`src/rtl/nes_bus_arb.sv`:
```
// nes_bus_arb: arbitrates the NES CPU-side bus between the 6502 core and the
// sprite-DMA engine. DMA is only granted once the CPU is stalled on a read,
// and the grant is aligned to an odd CPU cycle using a free-running parity bit.
// Optional watchdog: define NES_BUS_ARB_TIMEOUT_EN to bound GRANT to 1024
// cycles and raise the sticky o_timeout flag. Without it GRANT is unbounded.
module nes_bus_arb (
  input  logic        i_clk,
  input  logic        i_rstn,
  input  logic [15:0] i_cpu_addr,
  input  logic        i_cpu_wn,
  input  logic [7:0]  i_cpu_wdata,
  output logic [7:0]  o_cpu_rdata,
  output logic        o_cpu_rdy,
  input  logic        i_spr_req,
  output logic        o_spr_gnt,
  input  logic [15:0] i_spr_addr,
  input  logic        i_spr_wn,
  input  logic [7:0]  i_spr_wdata,
  output logic [7:0]  o_spr_rdata,
  output logic [15:0] o_bus_addr,
  output logic        o_bus_wn,
  output logic [7:0]  o_bus_wdata,
  input  logic [7:0]  i_bus_rdata,
  output logic        o_timeout
);

  typedef enum logic [2:0] {
    IDLE    = 3'd0,
    HALT    = 3'd1,
    ALIGN   = 3'd2,
    GRANT   = 3'd3,
    RELEASE = 3'd4
  } state_t;

  state_t state;
  state_t state_nxt;
  logic   r_par;
  logic   rdy_nxt;
  logic   gnt_nxt;
  logic   req_ok;     // DMA request as seen by the FSM (masked after a forced release)
  logic   force_rel;  // watchdog expiry in GRANT

`ifdef NES_BUS_ARB_TIMEOUT_EN
  logic [10:0] wd_cnt;
  logic        wd_blk;   // set on forced release, cleared once i_spr_req is seen low
  logic        wd_flag;

  // The 1024th GRANT cycle ends the transfer (count runs 0..1023 while granted).
  assign force_rel = (state == GRANT) && (wd_cnt == 11'd1023);
  assign req_ok    = i_spr_req && !wd_blk;
  assign o_timeout = wd_flag;

  // Watchdog counter, request mask and sticky timeout flag.
  always_ff @(posedge i_clk or negedge i_rstn) begin
    if (!i_rstn) begin
      wd_cnt  <= 11'd0;
      wd_blk  <= 1'b0;
      wd_flag <= 1'b0;
    end else begin
      if (state != GRANT && state_nxt == GRANT)
        wd_cnt <= 11'd0;
      else if (state == GRANT)
        wd_cnt <= wd_cnt + 11'd1;

      if (force_rel)
        wd_blk <= 1'b1;
      else if (!i_spr_req)
        wd_blk <= 1'b0;

      if (force_rel)
        wd_flag <= 1'b1;
    end
  end
`else
  assign force_rel = 1'b0;
  assign req_ok    = i_spr_req;
  assign o_timeout = 1'b0;
`endif

  // State register, cycle parity and registered handshake outputs.
  always_ff @(posedge i_clk or negedge i_rstn) begin
    if (!i_rstn) begin
      state     <= IDLE;
      r_par     <= 1'b0;
      o_cpu_rdy <= 1'b1;
      o_spr_gnt <= 1'b0;
    end else begin
      state     <= state_nxt;
      r_par     <= ~r_par;
      o_cpu_rdy <= rdy_nxt;
      o_spr_gnt <= gnt_nxt;
    end
  end

  // Next-state logic: a dropped request in HALT/ALIGN aborts straight to IDLE;
  // writes are let through in HALT; GRANT is entered only on a sampled odd cycle.
  always_comb begin
    state_nxt = state;
    unique case (state)
      IDLE: begin
        if (req_ok)
          state_nxt = HALT;
      end
      HALT: begin
        if (!req_ok)
          state_nxt = IDLE;
        else if (i_cpu_wn)
          state_nxt = ALIGN;
      end
      ALIGN: begin
        if (!req_ok)
          state_nxt = IDLE;
        else if (r_par)
          state_nxt = GRANT;
      end
      GRANT: begin
        if (!req_ok || force_rel)
          state_nxt = RELEASE;
      end
      RELEASE: begin
        // Requests are not honoured here so the CPU always gets a ready cycle.
        state_nxt = IDLE;
      end
      default: state_nxt = IDLE;
    endcase
  end

  // Output decode from the next state so the handshake outputs come straight from flops.
  always_comb begin
    rdy_nxt = (state_nxt == IDLE);
    gnt_nxt = (state_nxt == GRANT);
  end

  // Shared-bus mux: DMA owns the bus in GRANT; once a CPU read has been
  // sampled (ALIGN, RELEASE) the bus direction is pinned to read.
  always_comb begin
    o_bus_addr  = i_cpu_addr;
    o_bus_wn    = i_cpu_wn;
    o_bus_wdata = i_cpu_wdata;
    case (state)
      GRANT: begin
        o_bus_addr  = i_spr_addr;
        o_bus_wn    = i_spr_wn;
        o_bus_wdata = i_spr_wdata;
      end
      ALIGN, RELEASE: begin
        o_bus_wn = 1'b1;
      end
      default: ;
    endcase
  end

  assign o_cpu_rdata = i_bus_rdata;
  assign o_spr_rdata = i_bus_rdata;

endmodule

```
`config.mk`:
```
export PLATFORM = sky130hd
export DESIGN_NAME = nes_bus_arb
export DESIGN_NICKNAME = d
export VERILOG_FILES = /design/src/rtl/nes_bus_arb.sv
export SDC_FILE = /design/constraint.sdc
export NUM_CORES = 1
export LEC_CHECK = 0
export ABC_AREA = 1
export CORE_MARGIN = 1
export CORE_UTILIZATION = 25
export CTS_CLUSTER_DIAMETER = 150
export CTS_CLUSTER_SIZE = 10
export DETAILED_ROUTE_END_ITERATION = 8
export PLACE_DENSITY = 0.81
export SETUP_SLACK_MARGIN = 0.15
export SYNTH_ARGS = -nofsm -noshare
export SYNTH_HDL_FRONTEND = slang
export SYNTH_SLANG_ARGS = --single-unit
export TNS_END_PERCENT = 100
```
`constraint.sdc`:
```
create_clock -name i_clk -period 2 [get_ports i_clk]
set_clock_uncertainty 0.15 [all_clocks]
set_input_delay 0.6 -clock i_clk [delete_from_list [all_inputs] [get_ports i_clk]]
set_output_delay 0.6 -clock i_clk [all_outputs]
set_load 0.05 [all_outputs]
```
==> results.tsv, run 1 <==
stage	metric	value	unit
status	status	finished, violations left	
status	violations	negative setup slack	
drt	wl_met3	178	um
drt	vias	1068	
timing	rsz0062_at_grt	yes	
cells_and_area	final_cell_mix	45 x clkdlybuf4s50_1, 42 x nand2_2, 29 x buf_12	
logic_synthesis	ys_seq_elements	6	
placed_design	post_dp_cell_area	1890	um^2
clock_network	h-tree-depth	1	
placed_design	place.gp.congestion	0.780	
global_routing	overflow	0	
setup_path	crit_top_cell	buf_12	
drt	routedWlPerCell	12.2	um
clock_network	cts_buffers	3	
logic_synthesis	avgSynthCellArea	6.04	um^2
power	swShare	42.0	%
logic_synthesis	netlist_area	791	um^2
setup_path	critical_path_class	reg2out	
setup_path	crit_family	buffers and inverters	
power	internal_power	0.571	mW
placed_design	post-dp-hpwl	2.01	mm
setup_path	startpoint	state[2]	
power	p_leak	1.00	nW
drt	drt-vias-per-instance	4.27	
timing	hold_viol	0	
cells_and_area	drive_gt1_share	57.8	%
setup_path	cp-start-kind	flop	
logic_synthesis	syn_inst	131	
timing	min_period	2140	ps
setup_path	crit_required	1250	ps
global_routing	grt_first_pass_wirelength	4.42	mm
setup_path	max_stage_delay	390	ps
power	seqPwrFrac	14.2	%
floorplan	die_y	58.2	um
setup_path	r2r-start	state[0]	
min_path	hold_path.class	reg2reg	
drt	drtPass1Iterations	4	
cells_and_area	final_area	2200	um^2
min_path	hold_start	r_par	
timing	layout_setup_ws	-143	ps
timing	setup_viol	25	
global_routing	grt_use_total	17.2	%
clock_network	cts.path.max_buffers	2	
logic_synthesis	yosysWarnings	0	
drt	postRouteAntennaNets	0	
cells_and_area	syn_to_final_growth	178	%
setup_path	slowest_stage	dfrtp_1	
setup_path	crit_arrival	1390	ps
power	combPwrFrac	73.7	%
floorplan	dieArea	3390	um^2
floorplan	die_x	58.2	um
drt	wl_met1	1.07	mm
logic_synthesis	syn_nets	192	
setup_path	critPathMaxFanout	8	
setup_path	path_cells	inv_2 > nand3_4 > buf_12 > buf_12 > nand2_4 > nand3_4 > buf_12	
drt	drcViolationCount	0	
global_routing	grt_start_max_net_pins	14	
drt	highest_layer	met4	
clock_network	clock-sinks	6	
logic_synthesis	synth_cell_types	16	
cells_and_area	final_nets	268	
global_routing	grt_pass1_vias	968	
power	peakVddDrop	0.226	mV
setup_path	critPathBufInv	4	
timing	fmax	0.467	GHz
global_routing	antenna_found_initial	0	
power	powerDensity	448	nW/um^2
logic_synthesis	ys_seq_area_share	19.1	%
placed_design	place.port_buffers	79	
floorplan	num_rows	20	
timing	slew_viol_final	0	
floorplan	start_util	26.1	%
cells_and_area	final_common_cell	clkdlybuf4s50_1	
floorplan	core	3030	um^2
drt	first_iter_violations	24	
cells_and_area	diodes	0	
drt	routed_wirelength	3.04	mm
floorplan	io_pins	105	
timing	fin_setup_tns	-3000	ps
drt	met2_wirelength	1.76	mm
clock_network	clkTransAtPathRegs	40	ps
setup_path	endpoint_kind	output port	
power	netSwitchingPower	0.413	mW
job	max_cap_violations	0	
clock_network	cts-root-buf	clkbuf_4	
clock_network	cts_tree	yes	
timing	fin_crit_sh	107	%
power	clkPwrFrac	12.2	%
clock_network	clk_latency	250	ps
-- power groups by stage --
stage | Sequential, mW | Clock (mW) | Combinational [mW]
6_report | 0.139 | 0.120 | 0.725
5_1_grt | 0.139 | 0.130 | 0.757
4_1_cts | 0.139 | 0.122 | 0.701
3_5_place_dp | 0.144 | 0 | 0.651
3_3_place_gp | 0.143 | 0 | 0.644
2_1_floorplan | 0.151 | 0 | 0.389
-- stage by stage --
| stage | total power [mW] | util, % | std cells | hold WS (ps) | worst slack, ps |
|---|---|---|---|---|---|
| 2_1_floorplan | 0.540 | - | 131 | 154 | 144 |
| 3_5_place_dp | 0.794 | 62.4 | 236 | 293 | -194 |
| 4_1_cts | 0.963 | 69.2 | 249 | 301 | -131 |
| 5_1_grt | 1.03 | 72.6 | 250 | 332 | -209 |
| 6_report | 0.984 | 72.6 | 250 | 318 | -143 |
| 3_3_place_gp | 0.787 | 62.4 | 236 | 287 | -187 |
-- worst register-to-register path, cell delays in order, from the launching register on --
cell and delay, ps:
dfrtp_2 420, nand3_4 120, buf_12 160, clkinv_8 100, buf_4 150, nor2_1 140
-- timing repair --
item	CTS	global route
setup buffers	7	1
hold buffers	0	0
pin swaps	8	3
cloned	2	0
gates resized for setup	33	27
endpoints found under the setup margin	25	25
-- area by class of cell --
class | count | area [um^2]
tap | 44 | 55.1
clock buffer | 4 | 26.3
inverter | 7 | 42.5
multi-input combinational | 97 | 706
timing repair inverter | 1 | 16.3
fill | 218 | 830
timing repair buffer | 91 | 1200
sequential | 6 | 154
-- path summary, 6_finish.rpt --
path,to,slack (ps),cells past startpoint
max,o_bus_wn,-140,7
min,r_par,320,1
max reg2reg,o_cpu_rdy,670,5
min reg2reg,r_par,320,1
max in group asynchronous,o_cpu_rdy,970,1
min in group asynchronous,o_spr_gnt,440,1
-- metal layers --
layer / GRT usage (%) / up-vias
li1: - / 522
met1: 19.1 / 478
met2: 31.7 / 59
met3: 4.91 / 9
met4: 5.10 / 0
met5: 0 / -
-- synth_stat cells, drive strengths merged --
library cell / instances / area share (%)
dfstp: 1 / 3.3
o21ai: 1 / 0.63
nand4: 1 / 0.79
dfrtp: 5 / 16
nor2: 8 / 3.8
buf: 21 / 22
nand3: 4 / 4.1
inv: 7 / 3.6
conb: 1 / 0.47
nand2: 82 / 45
-- logic make-up (layout without fill, tap and decap cells) --
logic type             after synthesis  after routing  synth area share [%]
flip-flops                           6              6                  19.1
buffers and inverters               28            103                  26.1
other                                1              1                 0.474
AND/OR/NAND/NOR                     95             95                  53.6
AO/OA/AOI/OAI                        1              1                 0.632
-- flip-flops by register name, indices dropped and copies added, names as in the netlist --
name,count
r_par,1
state,3
o_spr_gnt,1
o_cpu_rdy,1
Power figures use the tool's default switching activity.
==> inputs of run 2 (changes only) <==
GPL_TIMING_DRIVEN = 0   (was default)
==> results.tsv, run 2 (synthesized netlist as in run 1, its figures left out) <==
stage	metric	value	unit	change
drt	postRouteAntennaNets	0		unchanged
global_routing	grt_pass1_vias	1057		+9.2%
power	p_leak	1.06	nW	+6.3%
placed_design	place.port_buffers	95		+20%
min_path	hold_path.class	reg2reg		
floorplan	die_x	58.2	um	unchanged
floorplan	io_pins	105		unchanged
drt	drcViolationCount	0		unchanged
timing	fin_setup_tns	-3040	ps	-46.7 ps
cells_and_area	diodes	0		unchanged
cells_and_area	final_cell_mix	42 x clkdlybuf4s50_1, 35 x nand2_1, 28 x nand2_2		
cells_and_area	syn_to_final_growth	181	%	
cells_and_area	drive_gt1_share	54.0	%	-3.8 points
cells_and_area	final_common_cell	clkdlybuf4s50_1		
timing	fin_crit_sh	108	%	+0.68 points
setup_path	critPathMaxFanout	9		+1
global_routing	overflow	0		unchanged
cells_and_area	fin_cells	281		+12%
timing	rsz0062_at_grt	yes		
setup_path	crit_required	1250	ps	about the same
global_routing	antenna_found_initial	0		unchanged
placed_design	place.gp.congestion	0.709		-9.2%
timing	setup_viol	24		-4.0%
setup_path	cp-start-kind	flop		
timing	fmax	0.464	GHz	-0.63%
drt	vias	1138		+6.6%
drt	drt-vias-per-instance	4.05		-5.2%
status	status	finished, violations left		
cells_and_area	largest_reg_flops	3		unchanged
clock_network	clk_latency	250	ps	about the same
floorplan	num_rows	20		unchanged
placed_design	post-dp-hpwl	2.25	mm	+12%
timing	min_period	2160	ps	+13.6 ps
job	max_cap_violations	0		unchanged
drt	routed_wirelength	2.87	mm	-5.7%
cells_and_area	final_nets	299		+12%
clock_network	cts_buffers	3		unchanged
floorplan	start_util	26.1	%	unchanged
setup_path	crit_arrival	1410	ps	+20 ps
global_routing	grt_use_total	17.0	%	-0.22 points
drt	drtPass1Iterations	4		unchanged
setup_path	endpoint_kind	output port		
timing	slew_viol_final	0		unchanged
floorplan	die_y	58.2	um	unchanged
drt	first_iter_violations	24		unchanged
status	violations	negative setup slack		
setup_path	reg2regPathDepth	5		unchanged
clock_network	cts_tree	yes		
clock_network	clock-sinks	6		unchanged
power	peakVddDrop	0.295	mV	+31%
floorplan	dieArea	3390	um^2	unchanged
cells_and_area	fillers	242		+11%
cells_and_area	fin_util	73.3	%	+0.70 points
floorplan	core	3030	um^2	unchanged
global_routing	grt_first_pass_wirelength	4.47	mm	+1.2%
global_routing	grt_start_max_net_pins	11		-3
clock_network	cts-root-buf	clkbuf_4		
cells_and_area	regMostFlops	state		
clock_network	h-tree-depth	1		unchanged
power	powerDensity	444	nW/um^2	-0.84%
timing	hold_viol	0		unchanged
setup_path	critical_path_class	reg2out		
clock_network	cts.path.max_buffers	2		unchanged
timing	layout_setup_ws	-157	ps	-13.6 ps
drt	routedWlPerCell	10.2	um	-16%
clock_network	clkTransAtPathRegs	50	ps	about the same
placed_design	placedCellCount	270		+14%
min_path	worstHoldPathCells	1		unchanged
## run 2: final cells by class
cell class              count  area (um^2)  area share (%)
repair buffers            102         1160            52.3
multi-input cells          97          603            27.2
plain buffers              21          186            8.40
flip-flops and latches      6          154            6.93
well taps                  44         55.1            2.48
inverters                   7         33.8            1.52
clock buffers               4         26.3            1.18
## run 2: worst max-delay path, cell delays in order, from the launching register on
cell and delay, ps:
dfrtp_1 390, inv_2 90, nand3_4 130, inv_8 140, clkbuf_16 160, nand2_2 60
nand2_4 60, buf_8 140
## run 2: what timing repair did
action,CTS,global route
gates cloned,0,2
resized for setup,272,7
setup endpoints to repair,43,26
hold buffers,0,0
pin swaps,11,0
setup buffers,5,0
## run 2: stage by stage
stage	total power, mW	hold slack [ps]	worst slack, ps	cell area, um^2
5_1_grt	1.04	334	-232	2220
2_1_floorplan	0.540	154	144	941
4_1_cts	0.970	305	-127	2150
3_3_place_gp	0.781	297	-791	1950
6_report	0.985	301	-157	2220
3_5_place_dp	0.787	298	-803	1950
## run 2: power by group
group	switching [mW]	leakage [nW]	internal [mW]	total, mW
clock	0.0492	0.0150	0.0759	0.125
combinational	0.394	0.978	0.325	0.719
sequential	0.00988	0.0705	0.131	0.141
total	0.453	1.06	0.533	0.985
## run 2: worst paths after layout
| check | to | slack (ps) | start |
|---|---|---|---|
| max in group asynchronous | o_cpu_rdy | 990 | i_rstn |
| setup / recovery | o_bus_wdata[3] | -160 | state[2] |
| hold reg to reg | r_par | 300 | r_par |
| hold / removal | r_par | 300 | r_par |
| setup reg to reg | o_cpu_rdy | 830 | state[2] |
| min in group asynchronous | r_par | 440 | i_rstn |
## run 2: per-layer routing
metal | vias to the layer above | track usage [%] | share of wire (%)
met3 | 2 | 5.13 | 7.6
met2 | 54 | 33.5 | 57
met1 | 497 | 17.2 | 35
met5 | - | 0 | 0
li1 | 585 | - | -
met4 | 0 | 4.08 | 0.35
==> inputs of run 3 (changes only) <==
CAP_MARGIN = 0   (was default)
CORE_UTILIZATION = 37   (was 25)
DONT_BUFFER_PORTS = 1   (was default)
PLACE_DENSITY = default   (was 0.81)
TNS_END_PERCENT = 10   (was 100)
==> results.tsv, run 3 (synthesized netlist as in run 1, its figures left out) <==
stage	metric	value	unit	change
global_routing	grt_first_pass_wirelength	2.52	mm	-44%
setup_path	crit_family	flip-flops		
job	max_cap_violations	0		unchanged
drt	drt-vias-per-instance	4.71		+16%
timing	slew_viol_final	0		unchanged
setup_path	crit_arrival	1310	ps	-100 ps
clock_network	cts-root-buf	clkbuf_4		
floorplan	num_rows	16		-20%
placed_design	post-dp-hpwl	1.51	mm	-33%
drt	routedWlPerCell	12.7	um	+24%
global_routing	grt_use_total	16.0	%	-1.1 points
cells_and_area	regMostFlops	state		
setup_path	startpoint	state[2]		
clock_network	clock-sinks	6		unchanged
placed_design	place.gp.congestion	0.663		-6.5%
setup_path	critPathBufInv	3		-1
timing	rsz0062_at_grt	yes		
clock_network	cts_buffers	3		unchanged
timing	setup_viol	19		-21%
global_routing	grt_start_max_net_pins	11		unchanged
timing	whs	47.8	ps	-253 ps
setup_path	reg2regPathDepth	5		unchanged
setup_path	endpoint_kind	output port		
floorplan	start_util	39.9	%	+14 points
global_routing	grt_pass1_vias	637		-40%
timing	fmax	0.485	GHz	+4.6%
status	status	finished, violations left		
setup_path	slowest_stage	dfrtp_1		
timing	layout_setup_ws	-62.4	ps	+94.5 ps
clock_network	clk_latency	250	ps	about the same
drt	routed_wirelength	2.14	mm	-25%
drt	postRouteAntennaNets	0		unchanged
setup_path	max_stage_delay	390	ps	about the same
clock_network	clkTransAtPathRegs	50	ps	about the same
clock_network	cts_tree	yes		
timing	hold_viol	0		unchanged
status	violations	negative setup slack		
cells_and_area	fin_util	58.8	%	-14 points
cells_and_area	diodes	0		unchanged
drt	drcViolationCount	0		unchanged
setup_path	r2r-end	o_spr_gnt		
power	powerDensity	618	nW/um^2	+39%
floorplan	dieArea	2330	um^2	-31%
cells_and_area	final_nets	204		-32%
drt	drtPass1Iterations	4		unchanged
cells_and_area	final_cell_mix	35 x nand2_1, 24 x buf_4, 24 x nand2_4		
clock_network	cts.path.max_buffers	2		unchanged
cells_and_area	drive_gt1_share	59.2	%	+5.1 points
clock_network	h-tree-depth	1		unchanged
setup_path	crit_required	1250	ps	about the same
timing	fin_crit_sh	103	%	-4.7 points
placed_design	post_dp_cell_area	880	um^2	-55%
floorplan	core	1980	um^2	-35%
setup_path	r2r_slack	840	ps	about the same
placed_design	place.port_buffers	0		-100%
cells_and_area	final_area	1170	um^2	-47%
drt	first_iter_violations	12		-50%
setup_path	critical_path_class	reg2out		
min_path	hold_path.class	in2async		
global_routing	overflow	0		unchanged
cells_and_area	final_common_cell	nand2_1		
timing	min_period	2060	ps	-94.5 ps
power	peakVddDrop	0.366	mV	+24%
setup_path	path_cells	inv_2 > nand3_4 > inv_8 > clkbuf_16 > nand2_2 > nand2_4		
setup_path	r2r-start	state[1]		
setup_path	critPathMaxFanout	9		unchanged
drt	vias	796		-30%
setup_path	cp-start-kind	flop		
floorplan	die_y	48.2	um	-17%
timing	fin_setup_tns	-945	ps	+2100 ps
power	p_leak	0.587	nW	-45%
cells_and_area	largest_reg_flops	3		unchanged
global_routing	antenna_found_initial	0		unchanged
floorplan	io_pins	105		unchanged
floorplan	die_x	48.2	um	-17%
cells_and_area	syn_to_final_growth	47.5	%	
run 3: cell type report:
cell class                 instances  area [um^2]
tap                               27         33.8
fill                             196          816
timing repair buffer               7         72.6
buffer                            21          183
sequential                         6          154
clock buffer                       4         26.3
multi-input combinational         97          663
inverter                           7         33.8
run 3: worst max path at each step:
stage,end,slack [ps],cells after the start
after floorplan,o_bus_addr[15],140,5
after detailed placement,o_bus_addr[15],10,5
after global routing,o_bus_addr[14],-140,6
after CTS,o_bus_addr[10],-80,6
final,o_bus_addr[5],-60,6
after global placement,o_bus_wdata[7],30,5
run 3: layer usage:
layer  wire length [um]  vias up  track usage [%]
li1                   -      392                -
met1                695      349             17.3
met2               1260       55             30.4
met3                192        0             1.11
met4                  0        0             8.33
met5                  0        -                0
run 3: power breakdown:
| group | switching (mW) | total (mW) | internal, mW |
|---|---|---|---|
| registers | 0.0195 | 0.151 | 0.132 |
| clock network | 0.0481 | 0.124 | 0.0759 |
| logic | 0.338 | 0.445 | 0.107 |
run 3: repair_timing:
item / 4_1_cts / 5_1_grt
buffers inserted: 4 / 1
hold endpoints to repair: 5 / 0
gates cloned: 0 / 1
setup endpoints to repair: 25 / 25
hold buffers: 1 / 0
pin swaps: 7 / 8
resized for setup: 35 / 8
run 3: per-stage QoR:
stage	total power [mW]	cells	setup slack (ps)
after global routing	0.760	169	-144
after global placement	0.528	158	26.1
after detailed placement	0.531	158	13.2
after CTS	0.712	167	-75.7
after floorplan	0.512	131	139
final	0.720	169	-62.4
